--- config.mk ---
export PLATFORM = sky130hd
export DESIGN_NAME = seq_mul
export DESIGN_NICKNAME = d
export VERILOG_FILES = /design/src/rtl/seq_mul.sv
export SDC_FILE = /design/constraint.sdc
export NUM_CORES = 1
export LEC_CHECK = 0
export ABC_CLOCK_PERIOD_IN_PS = 9400
export CAP_MARGIN = 20
export CORE_UTILIZATION = 35
export DETAILED_ROUTE_END_ITERATION = 10
export PLACE_DENSITY_LB_ADDON = 0.25
export SETUP_SLACK_MARGIN = 0.4
export SLEW_MARGIN = 20
export SYNTH_ARGS = -nofsm -noshare
export SYNTH_HDL_FRONTEND = slang
export SYNTH_SLANG_ARGS = --single-unit
--- constraint.sdc ---
create_clock -name clk -period 9.4 [get_ports clk]
set_input_delay 1.88 -clock clk [delete_from_list [all_inputs] [get_ports clk]]
set_output_delay 1.88 -clock clk [all_outputs]
set_load 0.03 [all_outputs]
--- src/rtl/seq_mul.sv ---
// seq_mul: sequential signed multiplier using radix-2 Booth recoding.
// One partial product is retired per clock. A start request is accepted
// in IDLE or DONE. The product and ready appear WIDTH+1 edges after the
// capture edge: WIDTH Booth iterations, then one completion edge.
// Optional feature: define SEQ_MUL_BUSY_EN to add a 'busy' output.
// busy is high only while the machine is in CALC and is never high
// while reset is asserted.
module seq_mul #(
  parameter int WIDTH = 16
) (
  input  logic               clk,
  input  logic               reset,
  input  logic               start,
  input  logic [WIDTH-1:0]   A,
  input  logic [WIDTH-1:0]   B,
  output logic               ready,
  output logic [2*WIDTH-1:0] out
`ifdef SEQ_MUL_BUSY_EN
  ,
  output logic               busy
`endif
);

  localparam int CW = $clog2(WIDTH + 1);

  typedef enum logic [1:0] {
    IDLE = 2'd0,
    CALC = 2'd1,
    DONE = 2'd2
  } state_t;

  state_t               state_reg, state_next;
  logic [WIDTH-1:0]     mcand_reg, mcand_next;
  logic [WIDTH:0]       acc_reg, acc_next;
  logic [WIDTH-1:0]     q_reg, q_next;
  logic                 q_m1_reg, q_m1_next;
  logic [CW-1:0]        cnt_reg, cnt_next;
  logic [2*WIDTH-1:0]   out_reg, out_next;
  logic                 ready_reg, ready_next;

  logic [WIDTH:0]       mcand_ext;
  logic [WIDTH:0]       sum;

  assign ready = ready_reg;
  assign out   = out_reg;

`ifdef SEQ_MUL_BUSY_EN
  assign busy = (state_reg == CALC) && !reset;
`endif

  // Booth step: add or subtract the sign-extended multiplicand based on {q0, q-1}
  always_comb begin
    mcand_ext = {mcand_reg[WIDTH-1], mcand_reg};
    sum       = acc_reg;
    case ({q_reg[0], q_m1_reg})
      2'b01:   sum = acc_reg + mcand_ext;
      2'b10:   sum = acc_reg - mcand_ext;
      default: sum = acc_reg;
    endcase
  end

  // Next-state and datapath update for the IDLE/CALC/DONE controller
  always_comb begin
    state_next = state_reg;
    mcand_next = mcand_reg;
    acc_next   = acc_reg;
    q_next     = q_reg;
    q_m1_next  = q_m1_reg;
    cnt_next   = cnt_reg;
    out_next   = out_reg;
    ready_next = ready_reg;
    case (state_reg)
      IDLE, DONE: begin
        if (start) begin
          mcand_next = A;
          q_next     = B;
          q_m1_next  = 1'b0;
          acc_next   = '0;
          cnt_next   = '0;
          ready_next = 1'b0;
          state_next = CALC;
        end
      end
      CALC: begin
        if (cnt_reg == CW'(WIDTH)) begin
          // All iterations retired: the low 2*WIDTH bits of {acc, q} hold the exact product
          out_next   = {acc_reg[WIDTH-1:0], q_reg};
          ready_next = 1'b1;
          state_next = DONE;
        end else begin
          // Arithmetic shift of {acc, q, q-1} right by one
          acc_next  = {sum[WIDTH], sum[WIDTH:1]};
          q_next    = {sum[0], q_reg[WIDTH-1:1]};
          q_m1_next = q_reg[0];
          cnt_next  = cnt_reg + 1'b1;
        end
      end
      default: state_next = IDLE;
    endcase
  end

  // State and datapath registers with synchronous reset
  always_ff @(posedge clk) begin
    if (reset) begin
      state_reg <= IDLE;
      mcand_reg <= '0;
      acc_reg   <= '0;
      q_reg     <= '0;
      q_m1_reg  <= 1'b0;
      cnt_reg   <= '0;
      out_reg   <= '0;
      ready_reg <= 1'b0;
    end else begin
      state_reg <= state_next;
      mcand_reg <= mcand_next;
      acc_reg   <= acc_next;
      q_reg     <= q_next;
      q_m1_reg  <= q_m1_next;
      cnt_reg   <= cnt_next;
      out_reg   <= out_next;
      ready_reg <= ready_next;
    end
  end

endmodule

; ---- Word-level counts from Yosys, hierarchy flattened
; Index checks and enable logic that the tools add are counted.
[totals]
regBits = 90
out_inout_bits = 33
elab_cells = 45
inputBits = 35
[classes]
n_addsub = 3
n_eq_ne = 8
n_reduce_logical = 8
mux = 18
[ops]
columns = op, n
row1 = $pmux W17 S2, 2
row2 = $mux W17, 2
row3 = $mux W16, 2
row4 = $pmux W16 S2, 1
row5 = $add A17 B17 Y17, 1
row6 = $sub A17 B17 Y17, 1
row7 = $mux W5, 2
row8 = $pmux W5 S2, 1
row9 = $ne A2 B2 Y1 const B, 3
row10 = $reduce_and A2 Y1, 3
row11 = $reduce_and A3 Y1, 2
row12 = $add A5 B1 Y5 const B, 1
row13 = $eq A5 B5 Y1 const B, 1
row14 = $eq A2 B1 Y1 const B, 2
row15 = $eq A2 B2 Y1 const B, 2
row16 = $mux W2, 2
row17 = $pmux W1 S2, 2
row18 = $pmux W2 S2, 1
row19 = $mux W1, 3
row20 = $logic_not A2 Y1, 1
row21 = $reduce_bool A2 Y1, 1
row22 = $reduce_or A2 Y1, 1

; ---- Depth between registers and ports, before layout
[logic_depth]
ltp_word = 4
ltp_mapped = 13
ltp_nobuf = 12

; ---- Worst setup path after synthesis
; OpenSTA, ideal clock, no wires.
[synth_timing]
kind = flip-flop to flip-flop
start = register q_reg[0]
end = register acc_reg[15]
stages_incl_launch_ff = 13
setup_ns = 0.123
path_buffers = 2
t_arrival_ns = 2.914
required_time_ns = 9.277
synth_period_minus_slack_ns = 3.037
path_slack_ns = 6.363
path_cell_list = dfxtp_1 -> ha_1 -> clkbuf_1 -> clkbuf_1 -> nor2_1 -> xnor2_1 -> ha_1 -> nor2b_4 -> o31a_2 -> o21a_1 -> o31ai_2 -> mux2i_1 -> mux2_1
[synth_via]
elab_chain_len = 4
word_cells_on_any_way = 5
classes_between = eq/ne: 2 / mux: 3
[synth_lines]
columns = element, line_no
row1 = from (decl), 35  ; logic [WIDTH-1:0] q_reg, q_next;
row2 = from (signal assigned), 117  ; q_reg <= q_next;
row3 = $eq A2 B2 Y1 / $eq A2 B1 Y1 (equally long branches), 55  ; case ({q_reg[0], q_m1_reg})
row4 = $pmux W17 S2 (*), 55
row5 = $mux W17 (*), 85  ; if (cnt_reg == CW'(WIDTH)) begin
row6 = $pmux W17 S2 (*), 72  ; case (state_reg)
row7 = to (signal assigned), 116  ; acc_reg <= acc_next;
row8 = to (decl), 34  ; logic [WIDTH:0] acc_reg, acc_next;
; Mark *: on every way between the ends. The rest lies on a longest branch, timed or not. The select of a mux whose other input is x is not followed.
; A chain may end at the register's enable or synchronous reset.

; ---- Final worst setup path
[layout_timing]
start = input start
end = register acc_reg[12]
[layout_via]
elab_chain_len = 2
[layout_lines]
columns = element, line_no
row1 = from (decl), 13  ; input logic start,
row2 = $ne A2 B2 Y1 (no line), n/a
row3 = $reduce_and A3 Y1 (no line), n/a
; Every way passes these cells.

==> results.yml <==
clock_tree:
  post_cts_buffers: 0
  htreeDepth: 3
  clkLatencyLatePin_ps: 340
  postCtsHoldBufs: 0
  post_cts_resized: 0
  clock_path_buffers: 2
  cts_root_buf: "clkbuf_16"
  path_clk_slew_ps: 70
  cts.sinks: 89
  cts_tree: "done"
  cts_buffers: 9
critical_path:
  critical_path_class: "input pin to register"
  crit_path_start_kind: "input pin"
  crit_fanout: 38
  startpoint: "start"
  critPathRequiredTime_ps: 9660
  arrival_ps: 4230
  worst-r2r-setup-slack_ps: 6000
  r2r-start: "q_reg[0]$_SDFFE_PP0P_"
  reg2reg_to: "acc_reg[15]$_SDFFE_PP0P_"
  endpoint_kind: "register"
  reg2reg_depth: 10
run:
  cap_violations: 0
logic_synthesis:
  ys_async_sr_fraction: 0
  synth_warnings: 0
  ys.flop_type: "dfxtp_1"
  muxShareOfSynthArea: 0.0119
  synth_area_mm2: 0.00451
  yosys.area_share.simple: 0.211
  synth_compound_area_frac: 0.236
  yosys_register_bits: 89
  synth_area_leaders: "dfxtp_1 (39%), nand2_1 (11%), a21oi_1 (10%)"
  synth_top_area_cell: "dfxtp_1"
  avgSynthCellArea_um2: 7.90
  yosysUniqueCellTypes: 58
  synth_edf_count: 0
  yosysSeqAreaShare: 0.395
  synth_top_area_frac: 0.395
  synth_cells: 571
  synth_top_family_by_area: "compound AO/OA/AOI/OAI gates"
  syn-num-nets: 627
  synth_xor_xnor_area_share: 0.0466
  yosys.area_share.adder: 0.0599
sta:
  worstMarginPinSlew_ps: 930
  setup_ws_ps: 5440
  finalSetupTns_ps: 0
  hold_viol_final: 0
  min_period_ps: 3960
  slew_viol_final: 0
  rsz0062_at_grt: "false"
  min_period_over_period: 0.422
  whs_ps: 454
  setup_viol: 0
  fmax_mhz: 252
  max-slew-margin-rel: 0.380
  clock_skew_ps: 7.88
floorplan:
  core_area_mm2: 0.0126
  die_h_um: 116
  die_x_um: 116
  start_util: 0.358
  die-area_mm2: 0.0134
  rows: 41
  io_pins: 68
detailed_routing:
  vias: 4075
  ant_nets: 0
  viasPerCell: 5.12
  drtIter0Drc: 186
  avgRoutedWirePerCell_um: 13.6
  totalWireLength_um: 10900
  drcViolationCount: 0
  first_pass_iters: 4
min_path:
  hp-start: "out[10]$_SDFFE_PP0P_"
  worstHoldPathCells: 2
  min_to: "out[10]$_SDFFE_PP0P_"
  worstHoldPathType: "register to register"
final_layout:
  num_antenna_cells: 0
  areaGrowthSynthToFinish_pct: 24.2
  largest_reg_flops: 32
  stdcell_count: 796
  fillers: 1277
  layout-drive-gt1-share: 0.0577
  layout.nets: 675
grt:
  grt_max_degree: 83
  grt_remaining_overflow: 0
  grt_pass1_vias: 3691
  track_usage: 0.169
  antenna_found_initial: 0
  grt_first_pass_wirelength_um: 17700
placed_design:
  io_buffers: 67
  place_congestion: 0.884
  dp_cells: 780
  dp_hpwl_um: 7550
  dp_worst_setup_slack_ps: 5120
power:
  p_leak_nw: 1.98
  cellPowerDensity_mw_per_mm2: 172
  ir_worst_vdd_mv: 0.0788
run_status:
  outcome: "completed"
## worst max-delay path: stages
cell and delay [ps]:
clkdlybuf4s50_1 440, nor2b_2 160, buf_4 270, a21oi_4 590, nand2_1 230, nor4bb_1 190, a211o_1 320, nor3_1 130
## through the flow
| stage | instance area (um2) | power (W) | util |
|---|---|---|---|
| 2_1_floorplan | 4510 | 0.000550 | - |
| 3_3_place_gp | 5290 | 0.000592 | 0.419 |
| 3_5_place_dp | 5290 | 0.000597 | 0.419 |
| 4_1_cts | 5600 | 0.000974 | 0.444 |
| 5_1_grt | 5610 | 0.00102 | 0.444 |
| 6_report | 5610 | 0.000965 | 0.444 |
## per-layer routing
| metal | vias to the layer above | routed length, um | track usage |
|---|---|---|---|
| met3 | 14 | 605 | 0.0377 |
| met2 | 95 | 4960 | 0.261 |
| met4 | 0 | 175 | 0.0771 |
| met5 | - | 0 | 0 |
| met1 | 1868 | 5120 | 0.224 |
| li1 | 2098 | - | - |
## kinds of logic (layout without fill, tap and decap cells)
kind of cell | Yosys count | in the layout
AOI/OAI and AO/OA | 175 | 175
muxes | 5 | 5
xor gates and xnor gates | 24 | 24
adders and majority gates | 21 | 21
buffers and inverters | 45 | 98
DFF | 89 | 89
and+or+nand+nor | 212 | 212
## synth_stat cells (4+ instances only)
| library cell | instances |
|---|---|
| nor2_1 | 21 |
| nand2_1 | 137 |
| nor3b_1 | 5 |
| ha_1 | 20 |
| clkbuf_1 | 22 |
| nand2b_1 | 6 |
| a22oi_1 | 16 |
| xnor2_1 | 20 |
| nor3_1 | 16 |
| o21a_1 | 4 |
| xor2_1 | 4 |
| o21ai_0 | 26 |
| dfxtp_1 | 89 |
| a21oi_1 | 93 |
| inv_1 | 12 |
| buf_2 | 8 |
## final cells by class
type | instances | area, um2 | share of cell area
Multi-Input combinational cell | 437 | 2560 | 0.457
Sequential cell | 89 | 1780 | 0.318
Timing Repair Buffer | 70 | 688 | 0.123
Clock buffer | 9 | 225 | 0.0402
Tap cell | 172 | 215 | 0.0384
Clock inverter | 7 | 86.3 | 0.0154
Inverter | 12 | 45.0 | 0.00803
## how the worst max path moves through the flow
stage	cells after the start	slack, ps	end
after floorplan	12	6360	acc_reg[15]$_SDFFE_PP0P_
after global placement	8	5230	acc_reg[12]$_SDFFE_PP0P_
after detailed placement	8	5120	acc_reg[12]$_SDFFE_PP0P_
after CTS	8	5470	acc_reg[12]$_SDFFE_PP0P_
after global routing	8	5360	acc_reg[12]$_SDFFE_PP0P_
final	8	5440	acc_reg[12]$_SDFFE_PP0P_
## power by group
group | switching [W] | internal [W]
clock | 0.000163 | 0.000211
combinational | 0.000106 | 0.0000829
sequential | 0.0000133 | 0.000389
total | 0.000282 | 0.000683
## layout by cell type (no fill, tap or decap), types with 6 or more instances in the layout
| cell type | n |
|---|---|
| a21oi_1 | 93 |
| a22oi_1 | 16 |
| clkbuf_16 | 9 |
| clkdlybuf4s50_1 | 66 |
| dfxtp_1 | 89 |
| ha_1 | 20 |
| inv_1 | 12 |
| nand2_1 | 137 |
| nand2b_1 | 6 |
| nor2_1 | 21 |
| nor3_1 | 15 |
| o21ai_0 | 26 |
| xnor2_1 | 20 |
(Power assumes the default switching activity.)
